### src/rtl/cpu_eu_pkg.sv
// Shared types and constants for the CPU execution unit.
package cpu_eu_pkg;

    localparam int unsigned DATA_W   = 32;
    localparam int unsigned ADDR_W   = 5;
    localparam int unsigned NUM_REGS = 32;

    localparam logic [ADDR_W-1:0] ZERO_REG = 5'd0;

    typedef logic [ADDR_W-1:0] reg_addr_t;
    typedef logic [DATA_W-1:0] word_t;

endpackage

### src/rtl/decoder5to32.sv
// One-hot decoder for the register-file write address, gated by an enable.
// An unknown address matches no output, so the result stays all-zero.
module decoder5to32
    import cpu_eu_pkg::*;
(
    input  logic                en,
    input  reg_addr_t           addr,
    output logic [NUM_REGS-1:0] onehot
);

    // Compare against every index; an X compare is not true, so nothing fires.
    always_comb begin
        onehot = '0;
        for (int i = 0; i < NUM_REGS; i++) begin
            if (en && (addr == reg_addr_t'(i))) begin
                onehot[i] = 1'b1;
            end
        end
    end

endmodule

### src/rtl/reg_file_wb.sv
// Register file with one write port and two combinational read ports.
// $0 is hardwired to zero. Optional same-cycle write-through forwarding
// is enabled by defining RF_BYPASS_EN; otherwise reads see the pre-write value.
module reg_file_wb
    import cpu_eu_pkg::*;
(
    input  logic        clk,
    input  logic        reset,
    input  logic        RegWrite,
    input  reg_addr_t   WriteAddr,
    input  word_t       WriteData,
    input  reg_addr_t   ReadAddr1,
    input  reg_addr_t   ReadAddr2,
    output word_t       ReadData1,
    output word_t       ReadData2,
    output logic        WriteAck,
    output logic [15:0] WriteCount
);

    logic [NUM_REGS-1:0] dec_en;
    logic [NUM_REGS-1:0] wr_en;
    word_t               regs [NUM_REGS];

    decoder5to32 u_dec (
        .en     (RegWrite),
        .addr   (WriteAddr),
        .onehot (dec_en)
    );

    // Bit 0 forced low so $0 can never be written.
    assign wr_en = {dec_en[NUM_REGS-1:1], 1'b0};

    // Register array: per-register enable from the decoder.
    always_ff @(posedge clk or posedge reset) begin
        if (reset) begin
            for (int i = 0; i < NUM_REGS; i++) begin
                regs[i] <= '0;
            end
        end else begin
            for (int i = 0; i < NUM_REGS; i++) begin
                if (wr_en[i]) begin
                    regs[i] <= WriteData;
                end
            end
        end
    end

    // Retirement tracking: writes to $0 still count as retired.
    always_ff @(posedge clk or posedge reset) begin
        if (reset) begin
            WriteAck   <= 1'b0;
            WriteCount <= 16'h0000;
        end else begin
            WriteAck <= RegWrite;
            if (RegWrite) begin
                WriteCount <= WriteCount + 16'h0001;
            end
        end
    end

    // Read ports: $0 reads zero; optional forward of the in-flight write.
    always_comb begin
        ReadData1 = (ReadAddr1 == ZERO_REG) ? '0 : regs[ReadAddr1];
        ReadData2 = (ReadAddr2 == ZERO_REG) ? '0 : regs[ReadAddr2];
`ifdef RF_BYPASS_EN
        if (RegWrite && (WriteAddr != ZERO_REG)) begin
            if (ReadAddr1 == WriteAddr) begin
                ReadData1 = WriteData;
            end
            if (ReadAddr2 == WriteAddr) begin
                ReadData2 = WriteData;
            end
        end
`endif
    end

endmodule
### config.mk
export PLATFORM = sky130hd
export DESIGN_NAME = reg_file_wb
export DESIGN_NICKNAME = d
export VERILOG_FILES = /design/src/rtl/cpu_eu_pkg.sv /design/src/rtl/decoder5to32.sv /design/src/rtl/reg_file_wb.sv
export SDC_FILE = /design/constraint.sdc
export NUM_CORES = 2
export LEC_CHECK = 0
export CORE_UTILIZATION = 55
export CTS_BUF_LIST = sky130_fd_sc_hd__clkbuf_2 sky130_fd_sc_hd__clkbuf_4 sky130_fd_sc_hd__clkbuf_8
export CTS_CLUSTER_SIZE = 10
export DETAILED_ROUTE_END_ITERATION = 7
export PLACE_DENSITY = 0.77
export SYNTH_ARGS = -nofsm -noshare
export SYNTH_HDL_FRONTEND = slang
export SYNTH_SLANG_ARGS = --single-unit
### constraint.sdc
create_clock -name clk -period 32.6 [get_ports clk]
set_input_delay 3.26 -clock clk [delete_from_list [all_inputs] [get_ports clk]]
set_output_delay 3.26 -clock clk [all_outputs]
set_load 0.03 [all_outputs]
==> impl_results.md <==
* Yosys top cell area share at 0.4681
* Worst reg2reg setup slack at 30.98 ns
* Slew headroom at 0.1209
* Failing checks: DRC
* Clk root buf: clkbuf_8
* Time the worst path needs with I/O delays and setup at 11.74 ns
* Die area at 0.09933 sq mm
* CTS tree: yes
* Total gr overflow at 0
* Non-filler instance count after layout at 5465
* Max Freq at 0.08515 GHz
* DR iter-0 viols at 3986
* CTS HTree Levels at 4
* Vias in the first global route at ~38000
* Dominant synthesized flop cell: dfrtp_1
* Power density over the cells at 61.53 mW/mm^2
* Seq cells post-synth at about 1000
* Yosys cell types at 41
* Final Max Tran Viols at 0
* Peak supply drop at 0.00004168 V
* Cells resized by post-CTS repair at 0
* Postcts setup bufs at 0
* Setup WS post-layout at 20.86 ns
* Final setup viols at 0
* Drt total wl at 161.2 mm
* Final ANT Viol Nets at 0
* Syn. warnings at 0
* Synth-to-layout area growth at 9.924%
* Final Hold Vio Count at 0
* Initial core utilization at 0.5569
* LEAKAGE at 26.67 nW
* Status: complete, but fails checks
* Critical path endpoint category: output pin
* PortBufs at 130
* Hold-fix buffers at CTS at 0
* Die W at 315.2 um
* Setup WS pre-CTS at 20.91 ns
* Synth area leader: dfrtp_1
* Util after Layout at 0.6122
* Row cnt at 114
* GRT Total Usage at 0.3260
* I/O pin cnt at approximately 130
* Number of max-cap violations at 0
* First-pass GRT wire length at 242.5 mm
* Pre-antenna DRT Iters at 8
* Synthesized instance count at ~4100
* Crit share post-route at 0.3602
* CTS Sinks at 1009
* CTS Buffer Depth at 3
* Vias post-DR at 37550
* Synth Net Count at around 4200
* DRC viols at 22
* Post-synth EDFFs at 0
* Worst-path clk slew at 0.06 ns
* Crit Path Class: input port to output pin
* Largest cells by area after synthesis: dfrtp_1, mux2_2, mux2i_1
* Least-Margin Pin Slew at 1.319 ns
* Synth cell count leaders: mux2_2, dfrtp_1, mux2i_1
* Max FO, Critical Path at 74
* Core footprint at 0.09685 sq mm
* DP Wirelength at approximately 90 mm
* Initial antenna violation count at 6
* Ys async rst share at 1.000
* Most frequent cell after synthesis: mux2_2
* Worst Clk Skew at roughly 0.012 ns
* Mapped Area at about 0.054 sq mm
* Start point of the critical path: ReadAddr2[0]
* DR vias/cell at 6.871
* CTS buffer count at 171
* Unrepaired setup endpoints after global routing: false
* Filler cells at 7476
* HP Class: flop to flop
* Syn_area_per_cell at about 13 sq um
* Final net count at 4113
* Clock Latency Late Sink at 0.85 ns
* Worst Path Arrival at 8.48 ns
* Worst Hold Launch: WriteCount[15]
* Placed Cells at a little over 5000
* R2R Path Start: WriteCount[0]
* Die height at 315.2 um
* Pin count of the biggest net entering global routing at 194
* Sequential share of the synthesized area at 0.4681
* WL per Instance at 29.49 um
* WP data required at between 20 and 30 ns
* Gp weighted congestion at 0.8208
* Startpoint Class: input port
* Share of cells above drive strength 1 at 0.3773
* Setup TNS Final at 0 ns
## registers in the layout, summed over array words and instances (netlist names)
signal / flops
regs: 992
WriteAck: 1
WriteCount: 16
## routing by layer
| layer | global-route usage | share of wire | routed length, um | up-vias |
|---|---|---|---|---|
| met4 | 0.1625 | 0.047 | 7545 | 8 |
| met5 | 0.005319 | 0.00073 | 118 | - |
| met2 | 0.4887 | 0.45 | 72630 | 1830 |
| met3 | 0.07749 | 0.091 | 14700 | 470 |
| met1 | 0.4437 | 0.41 | 66150 | 19670 |
| li1 | - | - | - | 15580 |
## placed cells by master (no fill, tap or decap), types with 33 or more instances in the layout
master	synthesis	routed
mux2i_1	641	641
dfrtp_1	1009	1009
nor3_1	166	166
clkdlybuf4s50_1	0	124
nor4_1	33	33
nor2b_1	39	35
a22oi_1	63	63
a221o_1	63	63
mux2_2	1019	1019
mux2_1	38	38
o22ai_1	256	256
buf_4	22	71
mux4_2	129	129
clkbuf_8	0	212
clkbuf_4	2	59
## report_power, final
| part | switching (W) | total, W | internal, W |
|---|---|---|---|
| registers | 0.000190 | 0.00169 | 0.00150 |
| logic | 0.000350 | 0.000765 | 0.000415 |
| clock network | 0.000532 | 0.00119 | 0.000662 |
## critical path, cell delays in order
cell and delay (ns):
buf_8 0.52, buf_4 0.83, buf_4 0.88, buf_4 0.90
mux2i_1 0.19, o22ai_1 0.23, nor3_1 0.09, nor4_1 0.52
clkdlybuf4s50_1 0.77
## cell families after synthesis
kind of cell | count (synthesis) | synth area share
XOR/XNOR | 15 | 0.002436
buffers and inverters | 436 | 0.03744
flip-flops | 1009 | 0.4681
AO/OA/AOI/OAI | 509 | 0.06637
AND/OR/NAND/NOR | 322 | 0.03194
multiplexers | 1827 | 0.3935
adder cells (fa/ha/maj) | 1 | 0.0002319
## per-stage QoR
step	cell area, sq um	hold slack [ns]	total power [W]
after floorplan	53940	0.4758	0.002247
after global placement	55680	0.4656	0.002421
after detailed placement	55680	0.4584	0.002459
after CTS	59270	0.4697	0.003652
after global routing	59290	0.4889	0.003807
final	59290	0.4644	0.003648
## final cells by class
type	count	area, sq um	area share
antenna	7	17.52	0.0002954
tap	1276	1597	0.02693
clock inverter	22	232.7	0.003925
inverter	4	22.52	0.0003798
multi-input combinational	2674	26920	0.4541
sequential	1009	25250	0.4258
clock buffer	271	3361	0.05668
timing repair buffer	202	1891	0.03189
## worst paths after layout
path / to / depth (start not counted)
setup / recovery: ReadData2[0] / 9
hold / removal: WriteCount[15] / 1
setup reg to reg: WriteCount[12] / 5
hold reg to reg: WriteCount[15] / 1
max in group asynchronous: regs[13] / 5
min in group asynchronous: regs[315] / 2
(Power assumes the default switching activity.)
